$ cat config.mk
export PLATFORM = sky130hd
export DESIGN_NAME = aes_round_ctrl
export DESIGN_NICKNAME = d
export VERILOG_FILES = /design/src/rtl/aes_round_ctrl.sv
export SDC_FILE = /design/constraint.sdc
export NUM_CORES = 1
export LEC_CHECK = 0
export ABC_CLOCK_PERIOD_IN_PS = 1310
export CORE_UTILIZATION = 37
export DETAILED_ROUTE_END_ITERATION = 6
export GPL_TIMING_DRIVEN = 1
export HOLD_SLACK_MARGIN = 0.02
export PLACE_DENSITY = 0.72
export SYNTH_ARGS = -nofsm -noshare
export SYNTH_HDL_FRONTEND = slang
export SYNTH_SLANG_ARGS = --single-unit
$ cat constraint.sdc
create_clock -name clk -period 1.31 [get_ports clk]
set_clock_uncertainty 0.15 [all_clocks]
set_input_delay 0.131 -clock clk [delete_from_list [all_inputs] [get_ports clk]]
set_output_delay 0.131 -clock clk [all_outputs]
set_load 0.02 [all_outputs]
$ cat src/rtl/aes_round_ctrl.sv
// Round sequencer for an AES cipher datapath: accepts a block, steps the state
// registers and key expansion through NR rounds, and holds the result until accepted.
module aes_round_ctrl #(
  parameter int NR = 10,
  parameter int RW = 4
) (
  input  logic          clk,
  input  logic          rst,
  input  logic          in_valid,
  output logic          in_ready,
  input  logic          kexp_ready,
  input  logic          out_ready,
  output logic          out_valid,
  output logic          sa_load,
  output logic          sa_round_en,
  output logic          last_round,
  output logic          kexp_start,
  output logic          kexp_en,
  output logic [RW-1:0] round,
  output logic          busy,
  output logic [2:0]    state_dbg
);

  // Handshakes: a transfer happens on a rising edge where valid and ready are both
  // high; out_valid holds steady until accepted, in_ready only while IDLE.
  typedef enum logic [2:0] {
    IDLE  = 3'd0,
    LOAD  = 3'd1,
    ROUND = 3'd2,
    FINAL = 3'd3,
    DONE  = 3'd4
  } state_t;

  localparam logic [RW-1:0] ROUND_ONE = RW'(1);
  localparam logic [RW-1:0] ROUND_PRE = RW'(NR - 1);

  state_t        state;
  logic [RW-1:0] round_q;

  always_ff @(posedge clk) begin
    if (rst) begin
      state   <= IDLE;
      round_q <= '0;
    end else begin
      case (state)
        IDLE: begin
          if (in_valid) state <= LOAD;
        end
        LOAD: begin
          state   <= ROUND;
          round_q <= ROUND_ONE;
        end
        ROUND: begin
          if (kexp_ready) begin
            round_q <= round_q + ROUND_ONE;
            if (round_q == ROUND_PRE) state <= FINAL;
          end
        end
        FINAL: begin
          if (kexp_ready) state <= DONE;
        end
        DONE: begin
          if (out_ready) begin
            state   <= IDLE;
            round_q <= '0;
          end
        end
        default: begin
          state   <= IDLE;
          round_q <= '0;
        end
      endcase
    end
  end

  // Reset forces every output low in the same cycle, so decode is gated by rst.
  always_comb begin
    in_ready    = 1'b0;
    out_valid   = 1'b0;
    sa_load     = 1'b0;
    sa_round_en = 1'b0;
    last_round  = 1'b0;
    kexp_start  = 1'b0;
    kexp_en     = 1'b0;
    busy        = 1'b0;
    round       = '0;
    if (!rst) begin
      round = round_q;
      busy  = (state != IDLE);
      case (state)
        IDLE:  in_ready = 1'b1;
        LOAD: begin
          sa_load    = 1'b1;
          kexp_start = 1'b1;
        end
        ROUND: begin
          sa_round_en = kexp_ready;
          kexp_en     = kexp_ready;
        end
        FINAL: begin
          last_round  = 1'b1;
          sa_round_en = kexp_ready;
          kexp_en     = kexp_ready;
        end
        DONE:  out_valid = 1'b1;
        default: busy = 1'b0;
      endcase
    end
  end

  assign state_dbg = state;

endmodule

After elaboration in Yosys (flattened, before gate mapping)
Index checks and enable logic that the tools add are counted.
Cells by class
  reductions and logical operators: 7
  bitwise gates (word level): 1
  equal/unequal tests: 10
  add/subtract/negate cells: 1
  muxes and demuxes: 22
Operators with widths (count)
  $pmux W4 S4: 1
  $mux W3: 5
  $pmux W3 S5: 1
  $mux W1: 12
  $mux W4: 3
  $ne A2 B2 Y1 const B: 5
  $eq A3 B2 Y1 const B: 2
  $reduce_and A5 Y1: 1
  $reduce_or A5 Y1: 1
  $add A4 B1 Y4 const B: 1
  $eq A4 B4 Y1 const B: 1
  $reduce_or A2 Y1: 2
  $eq A3 B1 Y1 const B: 1
  $eq A3 B3 Y1 const B: 1
  $logic_not A3 Y1: 1
  $reduce_and A3 Y1: 1
  $reduce_bool A3 Y1: 1
  $not A1 Y1: 1
Word-level totals
  input port bits: 5
  output and inout port bits: 15
  register bits after elaboration: 7
  logic and storage cells: 43

Logic depth before layout (Yosys ltp)
  depth after elaboration: 4
  gate-level depth with buffers: 5
  depth with buffers taken out: 5

Worst setup path after synthesis
OpenSTA, ideal clock, no wires.
  path type: register -> output
  from: reg state[0], in the netlist state_dbg[0]
  to: out sa_load
  stages on the path, launching flop included: 4
  arrival time: 1421 ps
  slack: -392 ps
  cells stage by stage: dfxtp_1 nand2b_1 nor3_1 buf_4
Between the ends
  longest elaborated chain between the ends: 3
Ends and longest elaborated chain
  start: declaration: line 37  | state_t state;
  start signal: assignment: line 42  | state <= IDLE;
  start signal: assignment: line 47  | if (in_valid) state <= LOAD;
  start signal: assignment: line 50  | state <= ROUND;
  $eq A3 B1 Y1
  $mux W1 (2 in a row)
  end: declaration: line 14  | output logic sa_load,
Every way passes these cells.

Worst setup path in the final report
  from: reg state[1], in the netlist state_dbg[1]
  to: out sa_round_en
Between the ends
  longest elaborated chain between the ends: 4
Ends and longest elaborated chain
  $eq A3 B2 Y1: line 90  | case (state)
  $reduce_or A2 Y1 (no line) (*)
  $mux W1 (*): line 90
  $mux W1 (*): line 87  | if (!rst) begin
  end: declaration: line 15  | output logic sa_round_en,
Every way passes the cells marked *; elsewhere a longest branch is shown, timed or not.

==> flow_summary_export.csv <==
group,metric,value,unit
outcome,outcome,"finished, violations left",
outcome,violations,"setup timing",
global_route,grt_pass1_wl,3.33,mm
sta,max_slew.worst_pin.slew,0.291,ns
pwr,p_leak,0.475,nW
clock_network,cts_root_buffer,"clkbuf_4",
yosys,syn_area,507,um2
global_route,grt_max_degree,15,
yosys,synth_seq_cells,7,
yosys,synth_ff_type,"dfxtp_1",
critical_path,crit_buf_inv,1,
floorplan,die_area,0.00152,mm2
floorplan,row_count,12,
clock_network,cts_made_buffers,3,
detailed_routing,ant_nets,0,
detailed_routing,wirelength,2.80,mm
yosys,syn_nets,73,
sta,setup_viol_count_final,15,
clock_network,cts_sinks,7,
detailed_routing,drc_errors,0,
placed_design,hpwl,1.07,mm
yosys,ys_seq_area_share,27.7,%
pwr,p_per_area,837,mW/mm2
detailed_routing,avgViaCountPerCell,6.17,
pwr,p_switching,0.348,mW
clock_network,hold_buffers,0,
sta,slew_headroom,80.5,%
min_path,hold_depth,3,
yosys,async_reset_ff_share,0,%
global_route,grt-ovfl-total,0,
critical_path,cp_slowest_stage_delay,0.41,ns
clock_network,clk-insertion-delay-late,0.27,ns
pwr,p_total,0.920,mW
critical_path,r2r_end,"round_q[2]",
layout,stdcell_area,0.00110,mm2
pwr,peakVddDrop,0.766,mV
floorplan,start_util,42.7,%
yosys,yosys_warnings,0,
clock_network,cts_tree,"yes",
sta,period_share,118,%
global_route,grtUsageTotal,34.3,%
sta,fmax,645,MHz
detailed_routing,dr.pass1.iters,4,
pwr,p_clk_share,23.7,%
layout,final_cells,126,
critical_path,crit_chain,"nor2b_2 > nand2_1 > nor2_4 > buf_2",
critical_path,cp-end-kind,"output pin",
critical_path,crit_family,"simple AND/OR/NAND/NOR gates",
critical_path,ff2ff_setup_slack,-0.23,ns
critical_path,crit_type,"reg -> out",
pwr,comb_power_share,48.4,%
placed_design,place.gp.congestion,0.744,
floorplan,die_w,39.0,um
placed_design,numPortBuffers,19,
detailed_routing,drt_iter0_drc,43,
yosys,ys_types,30,
clock_network,clockBufferDepth,2,
critical_path,r2r_cells,5,
critical_path,critPathArrivalTime,1.27,ns
clock_network,cts-htree-levels,1,
layout,synthToLayoutAreaGrowth,117,%
detailed_routing,num_vias,778,
layout,layout.nets,120,
critical_path,critPathMaxFanout,7,
critical_path,timing.rr.start,"state_dbg[2]",
critical_path,crit_slowest_cell,"dfxtp_4",
critical_path,critPathLaunch,"state_dbg[1]",
min_path,min_path_type,"in -> reg",
sta,fin_crit,1.55,ns
critical_path,cp.required,1.03,ns
placed_design,pre_cts_ws,-0.516,ns
yosys,synth_edf_count,0,
sta,fin_ws,-0.241,ns
min_path,hp-start,"rst",
min_path,min_to,"state_dbg[2]",
global_route,antenna_found_initial,0,
pwr,seqPwrFrac,27.9,%
placed_design,post_dp_cell_area,870,um2
pwr,p_int,0.571,mW
floorplan,ios,20,
clock_network,path_clk_slew,0.06,ns
sta,slew_viol_final,0,
critical_path,cp-start-kind,"flop",
layout,diodes,0,
flow_run,maxCapViolations,0,
sta,fin_tns_setup,-2.31,ns
layout,drive_gt1_share,66.1,%
pwr,swShare,37.9,%
yosys,synthCells,66,
detailed_routing,routedWlPerCell,22.2,um
yosys,avgSynthCellArea,7.68,um2
global_route,grt_pass1_vias,673,
floorplan,core_area,0.00119,mm2
floorplan,die_h,39.0,um
placed_design,dp.cells,109,
sta,hold_violations,0,
sta,rsz0062_at_grt,"yes",
layout by cell type (no fill, tap or decap), types with 2 or more instances in the layout:
cell type        instances
clkdlybuf4s50_1          3
dfxtp_4                  4
nor2_1                   5
inv_1                    2
buf_6                   14
buf_4                   24
o21ai_2                  3
nor2b_2                  2
nor2_4                   3
nor3_4                   2
buf_2                    6
nor2b_1                  2
a311oi_1                 2
o211ai_1                 2
ha_1                     2
dfxtp_1                  2
nand2_1                  3
nand2b_1                 2
clkbuf_4                 3
a31oi_1                  2
cells by family (layout without fill, tap and decap cells):
group           count (synthesis)  after routing  share of synthesized area, %
flops                           7              7                          27.7
buf+inv                        11             57                          11.1
xor+xnor                        1              1                          1.73
fa+ha+maj                       2              2                          4.94
compound gates                 18             18                          26.2
simple gates                   27             27                          28.4
synth_stat cells, drive strengths merged, types with 2 or more instances:
cell type	count	area, um2
nor2b	4	25.0
o21ai	3	15.0
a311oi	2	17.5
buf	6	37.5
dfxtp	7	140
o211ai	2	15.0
nand2b	3	18.8
nor4	2	12.5
nand2	3	11.3
ha	2	25.0
clkbuf	2	7.51
a31oi	3	18.8
nor3	2	10.0
nor2	9	33.8
inv	3	11.3
stage by stage:
stage / util (%) / hold WS, ns
floorplan: - / 0.234
global placement: 73.3 / 0.381
detailed placement: 73.3 / 0.394
CTS: 82.3 / 0.416
global route: 92.6 / 0.219
finish: 92.6 / 0.214
state kept, by name (all words and copies together) (netlist names):
name / cells
round_q: 4
state_dbg: 3
cell type report:
cell class                      count  area (um2)
Timing Repair Buffer               50         455
Multi-Input combinational cell     48         429
Sequential cell                     7         156
Fill cell                          39        87.6
Clock buffer                        4        26.3
Tap cell                           14        17.5
Inverter                            3        13.8
power groups by stage:
stage	logic [mW]	clock network (mW)	registers, mW
floorplan	0.157	0	0.262
global placement	0.287	0	0.263
detailed placement	0.292	0	0.264
CTS	0.347	0.207	0.252
global route	0.468	0.230	0.257
finish	0.445	0.218	0.256
worst register-to-register path: cells and delay by family, from the launching register on:
family,cells,cell delay [ns]
compound gates,2,0.36
buf+inv,2,0.24
flops,1,0.37
simple gates,1,0.34
per-layer routing:
metal | vias to the layer above | track usage, % | wire length, um
met2 | 60 | 56.3 | 1330
li1 | 334 | - | -
met3 | 20 | 13.3 | 256
met5 | - | 0 | 0
met4 | 0 | 15.5 | 150
met1 | 364 | 38.5 | 1060
worst max-delay path by stage:
stage | slack (ns) | cells past startpoint | end
after global placement | -0.49 | 4 | kexp_start
after detailed placement | -0.52 | 4 | in_ready
final | -0.24 | 4 | sa_round_en
after floorplan | -0.01 | 2 | in_ready
after CTS | -0.15 | 4 | round_q[2]
after global routing | -0.28 | 5 | round_q[2]
timing repair:
item / CTS / global route
resized for setup: 91 / 20
setup buffers: 9 / 3
pin swaps: 11 / 7
endpoints found under the setup margin: 18 / 21
gates cloned: 0 / 1
endpoints found under the hold margin: 0 / 0
Note: power is estimated with default switching activity, not from simulation.
